--- src/rtl/hcode_loopback_fifo.sv ---
// Loopback buffer between an upstream and a downstream ap_fifo port: words are queued in a
// DEPTH-entry circular buffer and returned through a run-time selectable transform.
module hcode_loopback_fifo #(
    parameter int DATA_W = 128,
    parameter int DEPTH  = 16,
    parameter int CNT_W  = 32
) (
    input  logic                         ap_clk,
    input  logic                         ap_rst,
    input  logic [1:0]                   mode,
    input  logic [DATA_W-1:0]            in_V_V_dout,
    input  logic                         in_V_V_empty_n,
    output logic                         in_V_V_read,
    output logic [DATA_W-1:0]            out_V_V_din,
    input  logic                         out_V_V_full_n,
    output logic                         out_V_V_write,
    output logic [$clog2(DEPTH):0]       level,
    output logic [CNT_W-1:0]             in_cnt,
    output logic [CNT_W-1:0]             out_cnt
);

    localparam int AW = $clog2(DEPTH);
    localparam int NB = DATA_W / 8;
    localparam logic [AW:0] LEVEL_FULL = (AW+1)'(DEPTH);

    localparam logic [1:0] MODE_PASS = 2'd0;
    localparam logic [1:0] MODE_REV  = 2'd1;
    localparam logic [1:0] MODE_INV  = 2'd2;
    localparam logic [1:0] MODE_INC  = 2'd3;

    logic [DATA_W-1:0] mem [DEPTH];
    logic [AW-1:0]     wr_ptr_reg;
    logic [AW-1:0]     rd_ptr_reg;
    logic [AW:0]       level_reg;
    logic [CNT_W-1:0]  in_cnt_reg;
    logic [CNT_W-1:0]  out_cnt_reg;

    logic              push;
    logic              pop;
    logic [DATA_W-1:0] head;
    logic [DATA_W-1:0] head_rev;
    logic [DATA_W-1:0] din_next;

    // Full/empty come from level only, so a full cycle never accepts even while popping.
    assign push = !ap_rst && in_V_V_empty_n && (level_reg != LEVEL_FULL);
    assign pop  = !ap_rst && (level_reg != '0) && out_V_V_full_n;

    assign in_V_V_read   = push;
    assign out_V_V_write = pop;
    assign level         = level_reg;
    assign in_cnt        = in_cnt_reg;
    assign out_cnt       = out_cnt_reg;

    always_ff @(posedge ap_clk) begin
        if (push) begin
            mem[wr_ptr_reg] <= in_V_V_dout;
        end
    end

    always_ff @(posedge ap_clk) begin
        if (ap_rst) begin
            wr_ptr_reg  <= '0;
            rd_ptr_reg  <= '0;
            level_reg   <= '0;
            in_cnt_reg  <= '0;
            out_cnt_reg <= '0;
        end else begin
            if (push) begin
                wr_ptr_reg <= wr_ptr_reg + AW'(1);
                in_cnt_reg <= in_cnt_reg + CNT_W'(1);
            end
            if (pop) begin
                rd_ptr_reg  <= rd_ptr_reg + AW'(1);
                out_cnt_reg <= out_cnt_reg + CNT_W'(1);
            end
            case ({push, pop})
                2'b10:   level_reg <= level_reg + (AW+1)'(1);
                2'b01:   level_reg <= level_reg - (AW+1)'(1);
                default: level_reg <= level_reg;
            endcase
        end
    end

    // Transform is applied at emit time, so a mode change also affects buffered words.
    assign head = mem[rd_ptr_reg];

    generate
        for (genvar gi = 0; gi < NB; gi++) begin : g_byte_rev
            assign head_rev[gi*8 +: 8] = head[(NB-1-gi)*8 +: 8];
        end
    endgenerate

    always_comb begin
        din_next = head;
        case (mode)
            MODE_PASS: din_next = head;
            MODE_REV:  din_next = head_rev;
            MODE_INV:  din_next = ~head;
            MODE_INC:  din_next = head + DATA_W'(1);
            default:   din_next = head;
        endcase
    end

    assign out_V_V_din = din_next;

endmodule
--- config.mk ---
export PLATFORM = sky130hd
export DESIGN_NAME = hcode_loopback_fifo
export DESIGN_NICKNAME = d
export VERILOG_FILES = /design/src/rtl/hcode_loopback_fifo.sv
export SDC_FILE = /design/constraint.sdc
export NUM_CORES = 2
export LEC_CHECK = 0
export BUFFER_PORTS_ARGS = -buffer_cell sky130_fd_sc_hd__buf_4
export CAP_MARGIN = 20
export CELL_PAD_IN_SITES_DETAIL_PLACEMENT = 1
export CELL_PAD_IN_SITES_GLOBAL_PLACEMENT = 2
export CORE_MARGIN = 10
export CORE_UTILIZATION = 51
export DETAILED_ROUTE_END_ITERATION = 16
export PLACE_DENSITY = 0.95
export SYNTH_ARGS = -nofsm -noshare
export SYNTH_HDL_FRONTEND = slang
export SYNTH_SLANG_ARGS = --single-unit
export TNS_END_PERCENT = 5
--- constraint.sdc ---
create_clock -name ap_clk -period 29.4 [get_ports ap_clk]
set_input_delay 1.47 -clock ap_clk [delete_from_list [all_inputs] [get_ports ap_clk]]
set_output_delay 1.47 -clock ap_clk [all_outputs]
set_load 0.005 [all_outputs]
==> metrics.txt <==
Setup Fix Bufs, Post-CTS 0; Yosys top cell by area edfxtp_1; FF-to-FF path depth 7; CTS Sinks 2129; TritonCTS buffer count 211; final instance area 101000 sq um; skew final around 0.04 ns; crit path kind flip-flop to output port; Post-synth EDFFs 2048; layout cells sized above 1 24.4%; P per Cell Area 69.0 nW/um^2; Max Slew Vio Count 0; Area Overhead vs Synth 13.0%; flop-to-flop setup slack 25.15 ns; via/cell ratio 6.83; Post-Place Cell Area 94400 sq um; GRT Util Overall 32.0%; clk_lat worst skew roughly 0.9 ns; RSZ-0062 raised after global routing no; DRT iter0 DRCs 7852; DP Wirelength 195 mm; startpoint type of the worst setup path flip-flop; initial antenna violation count 34; synth top area cells edfxtp_1 (69%), mux4_2 (11%), dfxtp_1 (1.8%); Critical Path Sink Type output port; port bufs approximately 330; Synth Cell Area 89700 sq um; die width 439 um; Ports about 330; Crit path arrival time 8.42 ns; critical path peak fanout 47; class of the worst hold path flip-flop to flip-flop; Hold Buf Count CTS 0; Tcrit/Tclk final about a third; die height 439 um; r2r endpoint mem[9][39]; core area 174000 sq um; Final Util 58.2%; Initial Util approximately half; area share of the largest cell type after synthesis 68.5%; DR WL/cell 39.4 um; f_max 101 MHz; ANT nets after route 0; Async S/R FF share, synth 0%; max reg flops between 2000 and 2500; DRC 0; Slew HR between 10% and 20%; largest net degree at the start of global routing 120; maximum VDD drop about 0.054 mV; minimum clock period 9.89 ns; CTS tree done; # setup viols final 0; Final nets between 5000 and 6000; Post-Route WL between 300 and 400 mm; CTS resizes 0; TNS Setup 0 ns; cells after synthesis 5022; worst path required time 27.93 ns; RR Startpoint level[0]; Synth cell types 112; clk buf depth 3; total number of vias between 50000 and 60000; first-pass GRT wire length 439 mm; Leak 0.0322 uW; 1st-pass router iterations 7; status complete, no violations; number of global-route vias before repair between 50000 and 60000; Net Count, Synth 5169; endpoints failing hold 0; max cap viols 0; GR Overflow Total 0; Synth Register Bits 2129; synthesized area per cell between 15 and 20 sq um; H-tree depth 4; hold path cells 2; Clock transition at path regs 0.06 ns; Die ar. 193000 sq um; gpl congestion 1.01; Slew @ Worst Pin around 1.2 ns; main flop type after synthesis edfxtp_1; YS warnings 0; CTS root buf clkbuf_16; site row count 153; sequential area share after synthesis 70.3%; hold path start rd_ptr_reg[1]
cell families (layout without fill, tap and decap cells):
| kind of cell | Yosys count | count (layout) | synth area share [%] |
|---|---|---|---|
| xor+xnor | 130 | 130 | 1.27 |
| simple gates | 1151 | 1151 | 6.41 |
| compound gates | 631 | 631 | 4.95 |
| fa+ha+maj | 13 | 13 | 0.190 |
| buf+inv | 325 | 901 | 2.57 |
| other cells | 0 | 17 | 0 |
| flops | 2129 | 2129 | 70.3 |
| mux | 643 | 643 | 14.3 |
power breakdown:
part	switching (uW)	internal [uW]	total, uW
Clock	1200	1530	2730
Sequential	16.3	3350	3360
Combinational	587	319	907
Total	1800	5200	7000
critical path, stage by stage (launching register included):
cell,delay (ns)
dfxtp_4,0.79
buf_4,0.75
buf_4,0.59
mux4_2,0.32
mux2i_1,0.13
a22oi_2,0.56
nor4b_2,0.69
nand2_1,0.29
or4_1,0.57
or4b_1,0.75
nor4_2,0.51
mux2i_1,0.16
a311oi_1,0.99
buf_4,0.26
area by class of cell:
class | count | area (sq um)
fill | 15500 | 73000
timing repair buffer | 478 | 3810
antenna | 17 | 42.5
tap | 2325 | 2910
multi-input combinational | 2568 | 24500
clock inverter | 131 | 1400
clock buffer | 252 | 5500
inverter | 40 | 160
sequential | 2129 | 63100
how the worst max path moves through the flow:
| stage | from | endpoint | slack, ns | cells after the start |
|---|---|---|---|---|
| after floorplan | ap_rst | mem[0][0] | 17.80 | 6 |
| after CTS | flip-flop | out_V_V_din[112] | 19.64 | 15 |
| final | flip-flop | out_V_V_din[112] | 19.51 | 13 |
| after detailed placement | flip-flop | out_V_V_din[112] | 20.62 | 15 |
| after global routing | flip-flop | out_V_V_din[112] | 19.33 | 15 |
| after global placement | flip-flop | out_V_V_din[112] | 20.62 | 15 |
routing by layer:
layer	track usage [%]	up-vias	share of wire, %
met5	0	-	0.053
met4	20.8	22	7.5
met3	6.52	822	9.7
met2	50.6	3692	48
met1	40.4	28400	35
li1	-	21300	-
synth_stat cells, drive strengths merged (75+ instances only):
cell / count
a21oi: 115
buf: 168
clkbuf: 117
dfxtp: 81
edfxtp: 2048
mux2i: 125
mux4: 493
nand2: 309
nand3: 136
nor2: 263
nor3: 82
o21ai: 100
xnor2: 75
placed cells by master (no fill, tap or decap), drive strengths merged, types with 22 or more instances in the layout:
cell,n
a21oi,115
and3,52
o22ai,52
o21ai,100
a22o,31
nor4,36
mux4,493
nor3,82
and2,53
buf,476
a211oi,27
or3,22
xnor2,75
edfxtp,2048
mux2,25
dfxtp,81
a221oi,40
bufinv,22
mux2i,125
nand3,136
nor2b,22
clkbuf,253
xor2,55
nand2,309
inv,47
nand4,71
nor2,263
a22oi,71
clkinv,90
through the flow:
stage	std cells	hold slack, ns	worst slack, ns	total power [uW]
2_1_floorplan	5022	0.468	17.80	3920
3_3_place_gp	7537	0.473	20.62	4280
3_5_place_dp	7538	0.503	20.62	4310
4_1_cts	7921	0.510	19.64	7000
5_1_grt	7935	0.543	19.33	7170
6_report	7940	0.498	19.51	7000
Note: power is estimated with default switching activity, not from simulation.
